$ cat src/rtl/huffman_decode.sv
// huffman_decode: bit-serial Huffman decoder with a host-loaded code table.
//
// The host loads up to NSYM codes in LOAD. dec_start moves to DECODE. Bits then
// arrive root-level first, and each one is shifted into an accumulator. A symbol
// index is emitted when the accumulated bits equal a table entry of the same
// length.
//
// Optional feature: define HUFF_DEC_ERR_EN to build the ERROR state. With it,
// a code that reaches CWIDTH bits without a match locks the decoder in ERROR.
// Without it, such a code is dropped silently, DECODE continues and err stays 0.
//
// state  | meaning
// -------+-------------------------------------------------------------
// LOAD   | table writable, bit input not ready
// DECODE | accepting bits, matching against the table
// ERROR  | overlong code seen; bits ignored until dec_clr (macro only)

module huffman_decode #(
    parameter int NSYM   = 10,
    parameter int CWIDTH = 9,
    parameter int LWIDTH = 4,
    parameter int IWIDTH = 4
) (
    input  logic              clk,
    input  logic              rst_n,
    input  logic              tbl_wr,
    input  logic [IWIDTH-1:0] tbl_idx,
    input  logic [CWIDTH-1:0] tbl_code,
    input  logic [LWIDTH-1:0] tbl_len,
    input  logic              dec_start,
    input  logic              dec_clr,
    input  logic              bit_valid,
    input  logic              bit_in,
    output logic              bit_ready,
    output logic              sym_valid,
    output logic [IWIDTH-1:0] sym_out,
    output logic              err
);

    typedef enum logic [1:0] {
        S_LOAD   = 2'd0,
        S_DECODE = 2'd1,
        S_ERROR  = 2'd2
    } state_t;

    state_t state;
    state_t state_nxt;

    logic [CWIDTH-1:0] code_tbl [NSYM];
    logic [LWIDTH-1:0] len_tbl  [NSYM];

    // Only CWIDTH-1 bits are ever kept: a code that reaches CWIDTH bits either
    // matches or is dropped, so the accumulator never has to hold all CWIDTH.
    logic [CWIDTH-2:0] acc;
    logic [LWIDTH-1:0] cnt;

    logic [CWIDTH-1:0] acc_n;
    logic [LWIDTH-1:0] cnt_n;
    logic [CWIDTH-1:0] len_mask;
    logic              accept;
    logic              match;
    logic [IWIDTH-1:0] match_idx;
    logic              overlong;

    // Candidate accumulator and match search for the bit on the input this cycle
    always_comb begin
        accept    = bit_valid && (state == S_DECODE);
        acc_n     = {acc, bit_in};
        cnt_n     = cnt + 1'b1;
        len_mask  = ~({CWIDTH{1'b1}} << cnt_n);
        match     = 1'b0;
        match_idx = '0;
        // Walk downward so that the lowest matching index is the one kept.
        for (int i = NSYM - 1; i >= 0; i--) begin
            if ((len_tbl[i] == cnt_n) && (((acc_n ^ code_tbl[i]) & len_mask) == '0)) begin
                match     = 1'b1;
                match_idx = IWIDTH'(i);
            end
        end
        overlong = !match && (cnt_n == LWIDTH'(CWIDTH));
    end

    // State register
    always_ff @(posedge clk) begin
        if (!rst_n) begin
            state <= S_LOAD;
        end else begin
            state <= state_nxt;
        end
    end

    // Next-state logic; dec_clr overrides everything else
    always_comb begin
        state_nxt = state;
        if (dec_clr) begin
            state_nxt = S_LOAD;
        end else begin
            case (state)
                S_LOAD: begin
                    if (dec_start) begin
                        state_nxt = S_DECODE;
                    end
                end
                S_DECODE: begin
`ifdef HUFF_DEC_ERR_EN
                    if (accept && overlong) begin
                        state_nxt = S_ERROR;
                    end
`endif
                end
`ifdef HUFF_DEC_ERR_EN
                S_ERROR: begin
                    state_nxt = S_ERROR;
                end
`endif
                default: begin
                    state_nxt = S_LOAD;
                end
            endcase
        end
    end

    // Output decode of the registered state
    always_comb begin
        bit_ready = (state == S_DECODE);
        err       = 1'b0;
`ifdef HUFF_DEC_ERR_EN
        err       = (state == S_ERROR);
`endif
    end

    // Code table: written only in LOAD; out-of-range indices fall through the loop
    always_ff @(posedge clk) begin
        if (!rst_n || dec_clr) begin
            for (int i = 0; i < NSYM; i++) begin
                code_tbl[i] <= '0;
                len_tbl[i]  <= '0;
            end
        end else if (state == S_LOAD && tbl_wr) begin
            for (int i = 0; i < NSYM; i++) begin
                if (tbl_idx == IWIDTH'(i)) begin
                    code_tbl[i] <= tbl_code;
                    len_tbl[i]  <= tbl_len;
                end
            end
        end
    end

    // Accumulator, bit count and symbol output register
    always_ff @(posedge clk) begin
        if (!rst_n || dec_clr) begin
            acc       <= '0;
            cnt       <= '0;
            sym_valid <= 1'b0;
            sym_out   <= '0;
        end else begin
            sym_valid <= 1'b0;
            if (state == S_LOAD && dec_start) begin
                acc <= '0;
                cnt <= '0;
            end else if (accept) begin
                if (match) begin
                    sym_out   <= match_idx;
                    sym_valid <= 1'b1;
                    acc       <= '0;
                    cnt       <= '0;
                end else if (overlong) begin
                    // Dropped code; with the error build the state also moves to ERROR.
                    acc <= '0;
                    cnt <= '0;
                end else begin
                    acc <= acc_n[CWIDTH-2:0];
                    cnt <= cnt_n;
                end
            end
        end
    end

endmodule

$ cat config.mk
export PLATFORM = sky130hd
export DESIGN_NAME = huffman_decode
export DESIGN_NICKNAME = d
export VERILOG_FILES = /design/src/rtl/huffman_decode.sv
export SDC_FILE = /design/constraint.sdc
export NUM_CORES = 1
export LEC_CHECK = 0
export ABC_AREA = 1
export BUFFER_PORTS_ARGS = -buffer_cell sky130_fd_sc_hd__buf_2
export CORE_MARGIN = 2
export CORE_UTILIZATION = 56
export DETAILED_ROUTE_END_ITERATION = 10
export PLACE_DENSITY = 0.72
export SLEW_MARGIN = 20
export SYNTH_ARGS = -nofsm -noshare
export SYNTH_HDL_FRONTEND = slang
export SYNTH_SLANG_ARGS = --single-unit
$ cat constraint.sdc
create_clock -name clk -period 2.5 [get_ports clk]
set_clock_uncertainty 0.2 [all_clocks]
set_input_delay 0.375 -clock clk [delete_from_list [all_inputs] [get_ports clk]]
set_output_delay 0.375 -clock clk [all_outputs]
set_load 0.02 [all_outputs]
==> results of run 1 <==
## stage by stage
stage	hold WS, ns	std cells
4_1_cts	0.0172	1073
6_report	0.0244	1082
5_1_grt	0.0447	1082
3_5_place_dp	0.253	1036
3_3_place_gp	0.250	1036
2_1_floorplan	0.282	810
## sequential cells by signal, summed over array words and instances (netlist names)
register,flops
code_tbl,90
len_tbl,40
acc,8
cnt,4
sym_out,4
state,1
sym_valid,1
## placed cells by master (no fill, tap or decap), drive strengths merged, types with 5 or more instances in the layout
cell	netlist	final
a21oi	21	21
nor2	168	168
or2	6	6
nor3	9	9
o21ai	33	33
clkbuf	15	20
clkinvlp	0	5
edfxtp	130	130
dfxtp	18	18
xnor2	43	43
clkinv	13	20
nand3	39	39
xor2	67	67
nand2	171	172
inv	40	40
buf	15	89
## path summary, 6_finish.rpt
path / slack [ns] / cells after the start / to
min reg2reg: 0.26 / 2 / sym_out[3]$_SDFFE_PP0P_
max: -0.13 / 16 / cnt[2]$_SDFFE_PP0P_
min: 0.02 / 3 / state[0]$_SDFFE_PP0P_
max reg2reg: -0.13 / 16 / cnt[2]$_SDFFE_PP0P_
## cell type report
type	count	area (um^2)
Multi-Input combinational cell	579	3550
Inverter	53	208
Tap cell	180	225
Sequential cell	148	4270
Clock inverter	13	110
Fill cell	1047	4280
Clock buffer	19	433
Timing Repair Buffer	90	689
## repair_timing
| item | 4_1_cts | 5_1_grt |
|---|---|---|
| buffers inserted | 4 | 8 |
| setup endpoints to repair | 17 | 17 |
| resized for setup | 19 | 74 |
| pin swaps | 12 | 34 |
| cloned | 1 | 1 |
## metal layers
metal  GRT usage (%)  share of wire, %  routed length [um]
met1            36.3                40                7930
met2            44.8                51                9920
met5               0                 0                   0
met4            8.91               2.1                 406
met3            5.58               7.0                1370
## kinds of logic after synthesis
group / after synthesis / share of synthesized area, %
AOI/OAI and AO/OA: 63 / 4.90
xor gates and xnor gates: 110 / 12.3
adders and majority gates: 4 / 0.637
buffers and inverters: 84 / 5.10
DFF: 148 / 54.3
other: 1 / 0.0477
and+or+nand+nor: 400 / 22.8
## power breakdown
group	internal, mW	switching [mW]	total (mW)
Clock	1.36	1.00	2.36
Sequential	2.78	0.0482	2.83
Combinational	0.131	0.245	0.376
Total	4.27	1.30	5.57
## worst max-delay path, cell delays in order (launching register included)
cell	delay [ns]
dfxtp_4	0.39
clkinvlp_4	0.11
ha_4	0.32
buf_12	0.14
xnor2_2	0.11
nand2_1	0.07
nor2_2	0.11
nand3_2	0.10
nor3b_2	0.26
nand3b_4	0.12
nand2_4	0.10
nor2_4	0.04
nand2_2	0.08
nor2_4	0.06
clkbuf_16	0.16
nand2_4	0.06
a21oi_2	0.04
==> results.ini, run 1 <==
[power]
p_total_mw=5.57
ir_drop_mv=0.625
p_leak_nw=4.06
power_density_nw_per_um2=587

[logic_synthesis]
ys_warn_count=0
yosysTopAreaCell=edfxtp_1
ys_seq_area_share_pct=54.3
synth.most_common_cell=nor2_1
synth.top_cells.by_count=nor2_1 (164), nand2_1 (150), edfxtp_1 (130), xor2_1 (67), xnor2_1 (43)
synth_cells=810
synth_nets=838
ys.flop_type=edfxtp_1
synthTopCellsByArea=edfxtp_1 (50%), nor2_1 (7.8%), xor2_1 (7.5%)
synth_seq_cells=148
synth.cell_area_um2=7860
syn_avg_cell_area_um2=9.70
async_flop_share_pct=0
yosysUniqueCellTypes=47
synth_edf_count=130
synth_top_area_share_pct=49.7

[global_routing]
antenna_found_initial=0
grt_usage_pct=27.3
grt_max_degree=25
grt.overflow.total=0
grt_pass1_wl_um=30400
grt_pass1_vias=5796

[drt]
drt-pass1-iter-count=5
drt-vias-per-instance=5.49
ant_nets=0
vias=5940
drt-wirelength-per-cell_um=18.1
drt_iter0_drc=589
wl_um=19600
route.detailed.drc=0

[sta]
fmax_mhz=380
hold_viol=0
period_minus_slack_ns=2.63
drv_slew=0
layout_worst_path_cycle_share_pct=105
fin_tns_setup_ns=-1.53
setup_viol_count_final=17
relSlewSlack_pct=35.5
timing.final.ws_setup_ns=-0.131
tightestPinTransition_ns=0.961
rsz0062_at_grt=true

[clock_tree]
cts_tree=built
ctsHtreeMaxLevel=4
cts-root-buf=clkbuf_16
clockBufferDepth=2
cts.clk_slew.worst_paths_ns=0.06
clock_latency_ns=0.43
cts_inserted_buffers=17
cts_sinks=148
cts_hold_repair.buffers=0

[critical_path]
timing.rr.start=cnt[0]$_SDFFE_PP0P_
crit_start=cnt[0]$_SDFFE_PP0P_
cp_max_fo=6
required_ns=2.57
startpoint_type=flip-flop
setup.worst_path.end_class=flip-flop
critPathKind=reg -> reg
worst-endpoint-arrival_ns=2.70

[min_path]
hp-class=in -> reg
min_from=dec_start

[floorplanning]
die_y_um=122
initial_core_util_pct=57.0
rows=43
core_um2=13800
num_io_pins=31
die_w_um=122
dieArea_um2=15000

[job]
max_cap_violations=0

[final_layout]
final_nets=917
finish.utilization_pct=68.9
drive_gt1_share_pct=27.1
antenna_cells=0
postLayoutCellArea_um2=9490
synthToLayoutAreaGrowth_pct=20.8

[outcome]
violations=negative setup slack
status=complete, but fails checks

[placed_design]
dp_slack_ns=-0.239
dpl_cell_area_um2=8470
portBuffers=29
hpwl_um=13400
gp_congestion=0.911

Note: power is estimated with default switching activity, not from simulation.
==> run 2: changes to the inputs <==
Settings changed: ABC_AREA 1 to 0.
==> results.ini, run 2 <==
[drt]
ant_nets=0
drt-pass1-iter-count=5
drt-wirelength-per-cell_um=24.1
drt-vias-per-instance=6.09
wl_um=23300
drt_iter0_drc=685
vias=5893
route.detailed.drc=0

[power]
seqPwrFrac_pct=50.1
p_total_mw=5.63
p_leak_nw=3.83
comb_power_share_pct=7.9
p_clk_share_pct=42.0
ir_drop_mv=0.505
netSwitchingFraction_pct=23.5
power_density_nw_per_um2=565
p_switching_mw=1.32
internal_power_mw=4.31

[floorplanning]
initial_core_util_pct=56.9
die_w_um=122
core_um2=13800
dieArea_um2=15000
die_y_um=122
rows=43
num_io_pins=31

[critical_path]
r2r_cells=14
path_cells=buf_6, inv_6, ha_4, inv_2, o22ai_2, a222oi_1, buf_4, buf_12, o221ai_2, or3_4, nor2b_4, and3_4, and4_4, mux2_4
critPathSlowestCell=dfxtp_4
worst-endpoint-arrival_ns=3.24
rrSetupSlack_ns=-0.63
cp_slowest_stage_delay_ns=0.37
path_depth=14
crit_family=simple AND/OR/NAND/NOR gates
crit_start=cnt[0]$_SDFFE_PP0P_
crit_path_end=cnt[0]$_SDFFE_PP0P_
r2r_end=cnt[0]$_SDFFE_PP0P_
timing.rr.start=cnt[0]$_SDFFE_PP0P_
required_ns=2.61
critPathKind=reg -> reg
cp_max_fo=6
startpoint_type=flip-flop
setup.worst_path.end_class=flip-flop
crit_buf_inv=5

[logic_synthesis]
yosysUniqueCellTypes=62
synth.cell_area_um2=7840
synthTopCellsByArea=edfxtp_1 (50%), and2_1 (11%), xnor2_1 (9.4%)
yosysTopAreaCell=edfxtp_1
synth_seq_cells=148
async_flop_share_pct=0
synth_cells=656
synth_top_area_share_pct=49.8
synth_nets=684
synth.top_cells.by_count=and2_1 (136), edfxtp_1 (130), xnor2_1 (84), xor2_1 (36), o21ai_0 (24)
ys.flop_type=edfxtp_1
syn_avg_cell_area_um2=12.0
synth_edf_count=130
ys_seq_area_share_pct=54.4
synth.most_common_cell=and2_1
ys_warn_count=0

[final_layout]
antenna_cells=0
drive_gt1_share_pct=30.4
reg_top3=code_tbl x90, len_tbl x40, acc x8
final_common_cell=and2_1
top_register=code_tbl
finalNonFillerCells=967
final_nets=802
synthToLayoutAreaGrowth_pct=27.0
largest_register_ffs=90
nFillCells=919
final_cell_mix=and2_1 (135), edfxtp_1 (130), buf_4 (92), xnor2_1 (84), xor2_1 (36)

[global_routing]
antenna_found_initial=0
grt_pass1_wl_um=34900
grt_usage_pct=32.7
grt.overflow.total=0
grt_max_degree=17
grt_pass1_vias=5886

[sta]
tightestPinTransition_ns=0.512
relSlewSlack_pct=65.6
fmax_mhz=320
hold_viol=0
layout_worst_path_cycle_share_pct=125
setup_viol_count_final=17
rsz0062_at_grt=true
drv_slew=0
timing.final.ws_setup_ns=-0.626
period_minus_slack_ns=3.13

[clock_tree]
cts_sinks=148
cts_inserted_buffers=17
clockBufferDepth=2
cts.clk_slew.worst_paths_ns=0.06
clock_latency_ns=0.43
ctsHtreeMaxLevel=4
cts_tree=built
cts-root-buf=clkbuf_16

[min_path]
hp-class=in -> reg

[job]
max_cap_violations=0

[placed_design]
portBuffers=29
hpwl_um=15700
gp_congestion=1.01
numPlacedInstances=919

[outcome]
status=complete, but fails checks
violations=negative setup slack

## run 2: cell count changes after synthesis, sizes merged, moves of 14 or more
cell / before / now
and2: 1 / 136
inv: 40 / 6
nand2: 171 / 12
nand3: 39 / 6
nor2: 168 / 14
o221ai: 0 / 14
xnor2: 43 / 85
xor2: 67 / 37
## run 2: worst min path at each step
stage | startpoint | end | slack, ns | cells after the start
global route | tbl_code[7] | code_tbl[0][43]$_SDFFCE_PN0P_ | 0.21 | 2
finish | tbl_code[7] | code_tbl[0][34]$_SDFFCE_PN0P_ | 0.18 | 2
CTS | tbl_code[7] | code_tbl[0][43]$_SDFFCE_PN0P_ | 0.19 | 2
global placement | sym_out[0]$_SDFFE_PP0P_ | sym_out[0]$_SDFFE_PP0P_ | 0.28 | 2
detailed placement | sym_out[0]$_SDFFE_PP0P_ | sym_out[0]$_SDFFE_PP0P_ | 0.27 | 2
floorplan | dec_start | state[0]$_SDFFE_PP0P_ | 0.29 | 2
## run 2: what timing repair did
action / CTS / global route
hold buffers: 1 / 0
cloned: 1 / 0
setup buffers: 15 / 5
resized for setup: 48 / 39
pin swaps: 18 / 21
setup endpoints to repair: 17 / 17
endpoints found under the hold margin: 1 / 0
## run 2: metrics by stage
stage	TNS [ns]	util [%]	hold WS, ns	instance area, um^2	worst slack (ns)
after floorplan	-10.90	-	0.291	7900	-0.763
after CTS	-8.30	71.0	0.189	9780	-0.563
final	-8.94	72.3	0.177	9960	-0.626
after global placement	-10.33	64.3	0.275	8860	-0.693
after global routing	-10.31	72.3	0.206	9960	-0.664
after detailed placement	-12.47	64.3	0.270	8860	-0.824
## run 2: per-layer routing
metal	routed length, um	track usage, %
met5	0	0
met4	1250	16.2
met3	2500	7.90
met2	10500	49.4
met1	9100	44.4
## run 2: logic make-up (layout without fill, tap and decap cells)
logic type               Yosys count  count (layout)  synth area share, %
AND/OR/NAND/NOR                  228             229                 18.0
multiplexers                       1               1                0.144
AO/OA/AOI/OAI                    104             104                 9.84
other                              1               1               0.0478
XOR/XNOR                         122             122                 13.8
adder cells (fa/ha/maj)            4               4                0.638
buffers and inverters             48             178                 3.11
flip-flops                       148             148                 54.4
## run 2: worst register-to-register path: cells and delay by family (launching register included)
family | cells | cell delay, ns
fa+ha+maj | 1 | 0.22
mux | 1 | 0.26
flops | 1 | 0.37
compound gates | 3 | 0.49
buf+inv | 5 | 0.58
simple gates | 4 | 0.89
## run 2: final cells by class
cell class / count / area [um^2] / share of cell area (%)
clock buffer: 18 / 429 / 4.31
clock inverter: 14 / 114 / 1.14
inverter: 6 / 27.5 / 0.276
multi-input combinational: 461 / 3750 / 37.7
sequential: 148 / 4270 / 42.9
tap: 180 / 225 / 2.26
timing repair buffer: 140 / 1140 / 11.4
## run 2: power groups by stage
stage          Sequential [mW]  Clock, mW  Combinational (mW)
4_1_cts                   2.82       2.36               0.418
5_1_grt                   2.83       2.47               0.470
3_3_place_gp              2.87          0               0.372
3_5_place_dp              2.88          0               0.378
2_1_floorplan             2.86          0               0.213
6_report                  2.82       2.36               0.446
==> run 3: changes to the inputs <==
Settings changed: PLACE_DENSITY 0.72 to 0.74.
==> results.ini, run 3 (same netlist as run 2, synthesis figures left out) <==
[outcome]
status=complete, but fails checks
violations=negative setup slack

[power]
p_total_mw=5.93
p_switching_mw=1.32
comb_power_share_pct=7.2
p_clk_share_pct=45.2
seqPwrFrac_pct=47.6
power_density_nw_per_um2=600
internal_power_mw=4.61
netSwitchingFraction_pct=22.2
ir_drop_mv=0.400
p_leak_nw=3.83

[critical_path]
cp_max_fo=6
cp_slowest_stage_delay_ns=0.43
startpoint_type=flip-flop
setup.worst_path.end_class=flip-flop
r2r_cells=13
path_common_cell=buf_6
r2r_end=cnt[0]$_SDFFE_PP0P_
path_cells=buf_6, inv_6, buf_4, ha_1, nand4b_1, o31ai_4, buf_6, o221ai_1, or3_4, nor2b_4, and3_4, and4_4, mux2_4
worst-endpoint-arrival_ns=3.29
required_ns=2.62
critPathKind=reg -> reg
rrSetupSlack_ns=-0.67
critPathSlowestCell=or3_4
timing.rr.start=cnt[0]$_SDFFE_PP0P_

[final_layout]
final_nets=804
largest_register_ffs=90
finalNonFillerCells=970
finish.utilization_pct=71.7
final_common_cell=and2_1
final_cell_mix=and2_1 (135), edfxtp_1 (130), buf_4 (97), xnor2_1 (84), xor2_1 (36)
postLayoutCellArea_um2=9880
reg_top3=code_tbl x90, len_tbl x40, acc x8
top_register=code_tbl
drive_gt1_share_pct=29.8
synthToLayoutAreaGrowth_pct=26.0

[floorplanning]
dieArea_um2=15000
rows=43
initial_core_util_pct=56.9
core_um2=13800
die_y_um=122
num_io_pins=31
die_w_um=122

[placed_design]
hpwl_um=15000
dp_slack_ns=-0.753
dpl_cell_area_um2=8850
gp_congestion=0.977
portBuffers=29
numPlacedInstances=920

[job]
max_cap_violations=0

[drt]
vias=5859
drt-pass1-iter-count=5
drt-wirelength-per-cell_um=23.6
drt_iter0_drc=651
wl_um=22900
ant_nets=0
drt-vias-per-instance=6.04
route.detailed.drc=0

[sta]
hold_viol=0
setup_viol_count_final=17
fmax_mhz=316
timing.final.ws_setup_ns=-0.668
relSlewSlack_pct=48.7
drv_slew=0
period_minus_slack_ns=3.17
tightestPinTransition_ns=0.765
fin_tns_setup_ns=-9.73
rsz0062_at_grt=true
layout_worst_path_cycle_share_pct=127
whs_ns=0.214

[clock_tree]
ctsHtreeMaxLevel=4
cts-root-buf=clkbuf_16
cts_tree=built
clockBufferDepth=2
cts.clk_slew.worst_paths_ns=0.06
clock_latency_ns=0.43
cts_sinks=148
cts_inserted_buffers=17

[min_path]
min_from=tbl_len[3]
hold_depth=2
hp-class=in -> reg
holdPathEnd=len_tbl[0][19]$_SDFFCE_PN0P_

[global_routing]
grt.overflow.total=0
antenna_found_initial=0
grt_max_degree=17
grt_usage_pct=32.0
grt_pass1_wl_um=34000
grt_pass1_vias=5798

[run 3: cell count changes in the layout (fill, tap and decap cells not counted), moves of 4 or more]
cell      delta
buf_4        +5
o221ai_2     +4
nor3_2       +4
o21ai_2      -5
o21ai_0      +5
[run 3: routing by layer]
layer	up-vias	track usage, %	routed length (um)
met4	2	15.9	1000
met5	-	3.13	57
li1	2600	-	-
met1	2838	42.6	8980
met2	347	47.0	10400
met3	72	10.0	2490
[run 3: cell type report]
type | count | area [um^2]
Clock inverter | 12 | 179
Multi-Input combinational cell | 461 | 3630
Timing Repair Buffer | 142 | 1110
Tap cell | 180 | 225
Clock buffer | 20 | 437
Antenna cell | 1 | 2.50
Sequential cell | 148 | 4270
Inverter | 6 | 30.0
Fill cell | 945 | 3890
[run 3: power groups by stage]
stage               clock network (mW)  registers [mW]  logic (mW)
floorplan                            0            2.86       0.213
global placement                     0            2.87       0.370
detailed placement                   0            2.87       0.378
CTS                               2.69            2.82       0.408
global route                      2.79            2.83       0.453
finish                            2.68            2.82       0.427
[run 3: worst max path at each step]
stage                        start             endpoint  slack, ns  cells after the start
2_1_floorplan  cnt[0]$_SDFFE_PP0P_  acc[0]$_SDFFE_PP0P_      -0.76                     17
3_3_place_gp   cnt[0]$_SDFFE_PP0P_  cnt[0]$_SDFFE_PP0P_      -0.69                     13
3_5_place_dp   cnt[0]$_SDFFE_PP0P_  cnt[0]$_SDFFE_PP0P_      -0.75                     14
4_1_cts        cnt[0]$_SDFFE_PP0P_  cnt[0]$_SDFFE_PP0P_      -0.58                     13
5_1_grt        cnt[0]$_SDFFE_PP0P_  cnt[0]$_SDFFE_PP0P_      -0.77                     15
6_report       cnt[0]$_SDFFE_PP0P_  cnt[0]$_SDFFE_PP0P_      -0.67                     13
[run 3: worst max-delay path, delay by kind of cell, from the launching register on]
family,cells,cell delay [ns]
AO/OA/AOI/OAI,2,0.29
adder cells (fa/ha/maj),1,0.24
buffers and inverters,4,0.47
flip-flops,1,0.37
multiplexers,1,0.26
AND/OR/NAND/NOR,5,1.21
[run 3: repair_timing]
action                                  in CTS  in global routing
endpoints found under the setup margin      17                 17
resized for setup                           42                 14
pin swaps                                   14                  9
gates cloned                                 2                  0
endpoints found under the hold margin        1                  0
hold buffers                                 1                  0
setup buffers                               10                  4
